===== src/rtl/stream_demux_pkg.sv =====
// Shared constants for the 1-to-4 stream demultiplexer.
//   NUM_CH    : number of output channels
//   SEL_W     : width of a channel index (in_dest, rr_ptr)
//   MODE_DEST : route by in_dest
//   MODE_RR   : route by the round-robin pointer
package stream_demux_pkg;

  localparam int unsigned NUM_CH = 4;
  localparam int unsigned SEL_W  = 2;

  localparam logic MODE_DEST = 1'b0;
  localparam logic MODE_RR   = 1'b1;

endpackage


===== src/rtl/stream_slot.sv =====
// One-entry valid/ready holding slot for a single output channel.
// Ports:
//   clk, rst_n : clock and asynchronous active-low reset
//   load       : parent accepted a word for this channel this cycle
//   load_data  : word to capture on load
//   ready      : downstream consumer takes the held word this cycle
//   data       : held word (keeps the last loaded value when empty)
//   valid      : slot is full
module stream_slot #(
  parameter int unsigned WIDTH = 8
) (
  input  logic             clk,
  input  logic             rst_n,
  input  logic             load,
  input  logic [WIDTH-1:0] load_data,
  input  logic             ready,
  output logic [WIDTH-1:0] data,
  output logic             valid
);

  // A load wins over a drain, so a same-cycle take-and-refill leaves no bubble.
  always_ff @(posedge clk or negedge rst_n) begin
    if (!rst_n) begin
      valid <= 1'b0;
      data  <= '0;
    end else if (load) begin
      valid <= 1'b1;
      data  <= load_data;
    end else if (valid && ready) begin
      valid <= 1'b0;
    end
  end

endmodule


===== src/rtl/stream_demux_1x4.sv =====
// Registered, handshaked 1-to-4 stream demultiplexer.
// Ports:
//   clk, rst_n          : clock and asynchronous active-low reset
//   in_data/in_valid    : input word and its valid flag
//   in_dest             : destination channel when mode = MODE_DEST
//   in_ready            : combinational; target slot is empty or draining
//   mode                : MODE_DEST (in_dest) or MODE_RR (round-robin)
//   y_data              : channel k at bits [k*WIDTH +: WIDTH]
//   y_valid/y_ready     : per-channel handshake
//   rr_ptr              : round-robin pointer, advances on each RR accept
module stream_demux_1x4
  import stream_demux_pkg::*;
#(
  parameter int unsigned WIDTH = 8
) (
  input  logic                    clk,
  input  logic                    rst_n,
  input  logic [WIDTH-1:0]        in_data,
  input  logic [SEL_W-1:0]        in_dest,
  input  logic                    in_valid,
  output logic                    in_ready,
  input  logic                    mode,
  output logic [NUM_CH*WIDTH-1:0] y_data,
  output logic [NUM_CH-1:0]       y_valid,
  input  logic [NUM_CH-1:0]       y_ready,
  output logic [SEL_W-1:0]        rr_ptr
);

  logic [SEL_W-1:0]  target_c;
  logic              accept_c;
  logic [NUM_CH-1:0] load_c;

  // Target decode and accept; in_ready deliberately ignores in_valid.
  always_comb begin
    target_c = (mode == MODE_RR) ? rr_ptr : in_dest;
    in_ready = !y_valid[target_c] || y_ready[target_c];
    accept_c = in_valid && in_ready;
    load_c   = '0;
    if (accept_c) begin
      load_c[target_c] = 1'b1;
    end
  end

  // Round-robin pointer; wraps naturally at SEL_W bits.
  always_ff @(posedge clk or negedge rst_n) begin
    if (!rst_n) begin
      rr_ptr <= '0;
    end else if (accept_c && (mode == MODE_RR)) begin
      rr_ptr <= SEL_W'(rr_ptr + SEL_W'(1));
    end
  end

  for (genvar k = 0; k < NUM_CH; k++) begin : g_slot
    stream_slot #(
      .WIDTH (WIDTH)
    ) u_slot (
      .clk       (clk),
      .rst_n     (rst_n),
      .load      (load_c[k]),
      .load_data (in_data),
      .ready     (y_ready[k]),
      .data      (y_data[k*WIDTH +: WIDTH]),
      .valid     (y_valid[k])
    );
  end

endmodule


===== config.mk =====
export PLATFORM = sky130hd
export DESIGN_NAME = stream_demux_1x4
export DESIGN_NICKNAME = d
export VERILOG_FILES = /design/src/rtl/stream_demux_pkg.sv /design/src/rtl/stream_slot.sv /design/src/rtl/stream_demux_1x4.sv
export SDC_FILE = /design/constraint.sdc
export NUM_CORES = 1
export LEC_CHECK = 0
export ABC_CLOCK_PERIOD_IN_PS = 4400
export CORE_MARGIN = 2
export CORE_UTILIZATION = 35
export CTS_CLUSTER_DIAMETER = 100
export CTS_CLUSTER_SIZE = 25
export DETAILED_ROUTE_END_ITERATION = 8
export PLACE_DENSITY_LB_ADDON = 0.2
export SYNTH_ARGS = -nofsm -noshare
export SYNTH_HDL_FRONTEND = slang
export SYNTH_SLANG_ARGS = --single-unit

===== constraint.sdc =====
create_clock -name clk -period 4.4 [get_ports clk]
set_input_delay 1.1 -clock clk [delete_from_list [all_inputs] [get_ports clk]]
set_output_delay 1.1 -clock clk [all_outputs]
set_load 0.05 [all_outputs]

==> impl_metrics.py <==
metrics = {
    "global_route": {
        "track_usage_pct": 14.9,
        "grt_pass1_vias": 1211,
        "antenna_found_initial": 0,
        "grt_pass1_wl_mm": 5.87,
        "met3_usage_pct": 5.94,
        "grt_max_degree": 39,
        "grt_busiest_layer": "met2",
        "grt_util_met2_pct": 23.7,
        "grtUsageMet1_pct": 17.9,
        "overflow": 0,
    },
    "logic_synthesis": {
        "async_flop_share_pct": 100,
        "synthCells": 103,
        "avgSynthCellArea_um2": 16.1,
        "syn_nets": 121,
        "synth_enable_flop_cells": 0,
        "ys_top_cells_by_area": "dfrtp_1, mux2_2, nand4_4, mux2_4, mux2i_4",
        "yosysTopAreaCell": "dfrtp_1",
        "ys_types": 16,
        "yosysWarningCount": 0,
        "synth_flop_cell": "dfrtp_1",
        "synth.most_common_cell": "dfrtp_1",
        "synth.cell_area_mm2": 0.00166,
        "synth_top_area_share_pct": 57.3,
        "ys_seq_area_share_pct": 57.3,
        "yosys-top-cells-count": "dfrtp_1, mux2_2, buf_4, nand2b_1",
        "ys_seq_elements": 38,
    },
    "finish": {
        "stdcell_count": 216,
        "layout-drive-gt1-share_pct": 32.1,
        "area_delta_synth_final_pct": 42.1,
        "post-route-util_pct": 50.6,
        "nFillCells": 395,
        "diodes": 0,
        "final_net_count": 179,
    },
    "die": {
        "die-height_um": 72.9,
        "rows": 25,
        "core-area_mm2": 0.00466,
        "io_pins": 57,
        "start_util_pct": 35.6,
        "dieArea_mm2": 0.00531,
        "dieWidth_um": 72.9,
    },
    "sta": {
        "setup_viol": 0,
        "finalMaxSlewViolations": 0,
        "worstMarginPinSlew_ps": 816,
        "fmax_ghz": 0.270,
        "fin_crit_sh_pct": 84.1,
        "max_slew_margin_pct": 45.6,
        "rsz0062_at_grt": "false",
        "skew_ps": 3.89,
        "setup_ws_ps": 698,
        "period_minus_slack_ps": 3700,
        "tns_ps": 0,
        "hold_viol_final": 0,
    },
    "placed_design": {
        "dp_hpwl_mm": 2.52,
        "pre_cts_slack_ps": 699,
        "gp_congestion": 0.875,
        "dp_cells": 208,
        "portBuffers": 56,
    },
    "critical_path": {
        "crit_path_end_kind": "output pin",
        "critPathMaxFanout": 7,
        "start_kind": "input pin",
        "worstSetupPathType": "input pin to output pin",
        "worstPathArrival_ps": 2600,
        "cp.required_ps": 3300,
    },
    "clock_network": {
        "cts_buffers": 5,
        "cts_max_level": 2,
        "cts_tree": "yes",
        "clockRootBuffer": "clkbuf_8",
        "cts.sinks": 38,
        "clockBufferDepth": 2,
        "clock_latency_ps": 280,
        "post_cts_buffers": 0,
        "ctsHoldBuffers": 0,
        "ctsResizeCount": 0,
        "clk_pin_slew_ps": 70,
    },
    "route": {
        "vias_per_cell": 4.87,
        "wl_per_cell_um": 16.4,
        "drt_iter0_drc": 45,
        "drcViolationCount": 0,
        "firstDrtPassIters": 3,
        "wirelength_mm": 3.55,
        "detail-route-antenna-nets": 0,
        "routed-via-count": 1052,
    },
    "job": {
        "cap_violations": 0,
    },
    "status": {
        "status": "complete, no violations",
    },
    "hold_path": {
        "hold_path.class": "flop to flop",
    },
}
-- final timing paths --
| path | slack [ps] | cells past startpoint | from | to |
|---|---|---|---|---|
| setup / recovery | 700 | 5 | mode | in_ready |
| hold / removal | 510 | 1 | g_slot[0].u_slot.data[1] | g_slot[0].u_slot.data[1] |
| setup reg to reg | 2900 | 3 | rr_ptr[0] | g_slot[3].u_slot.data[1] |
| hold reg to reg | 510 | 1 | g_slot[0].u_slot.data[1] | g_slot[0].u_slot.data[1] |
| max in group asynchronous | 2970 | 1 | rst_n | g_slot[3].u_slot.data[5] |
| min in group asynchronous | 900 | 1 | rst_n | g_slot[3].u_slot.data[3] |
-- worst max-delay path, stage by stage --
cell             delay [ps]
clkdlybuf4s50_1         500
buf_4                   200
mux2_4                  360
mux2i_1                 260
buf_12                  180
-- cells by family after synthesis --
group | synth area share, %
AO/OA/AOI/OAI | 1.58
buffers and inverters | 3.17
flip-flops | 57.3
multiplexers | 28.5
AND/OR/NAND/NOR | 9.43
-- area by class of cell --
| class | instances | area [µm²] | share of cell area, % |
|---|---|---|---|
| Sequential cell | 38 | 951 | 40.3 |
| Tap cell | 54 | 67.6 | 2.87 |
| Timing Repair Buffer | 57 | 573 | 24.3 |
| Clock inverter | 1 | 30.0 | 1.27 |
| Multi-Input combinational cell | 58 | 656 | 27.8 |
| Clock buffer | 7 | 76.3 | 3.24 |
| Inverter | 1 | 3.75 | 0.159 |
-- cells in the final DEF (no fill, tap or decap), drive strengths merged --
cell / instances
bufinv: 1
inv: 1
mux2: 34
buf: 3
mux2i: 5
nand2: 4
and4: 2
clkbuf: 7
nand3: 1
clkdlybuf4s50: 54
o21ai: 1
nand4: 4
nand2b: 5
o32a: 1
a41o: 1
dfrtp: 38
-- flip-flops by register name (all words and copies together), names as in the netlist --
signal               flops
g_slot.u_slot.data      32
g_slot.u_slot.valid      4
rr_ptr                   2
-- per-layer routing --
layer,vias up,share of wire (%)
met1,522,41
met5,-,0
met3,5,8.3
met4,0,1.2
li1,484,-
met2,41,50
-- metrics by stage --
step,hold slack (ps),area [µm²]
after global placement,487,2250
final,508,2360
after global routing,529,2360
after detailed placement,492,2250
after floorplan,534,1660
after CTS,513,2360
Power is left out: the tool's default activity adds up to more than one toggle a clock period on the data nets, which glitch-free logic cannot reach.
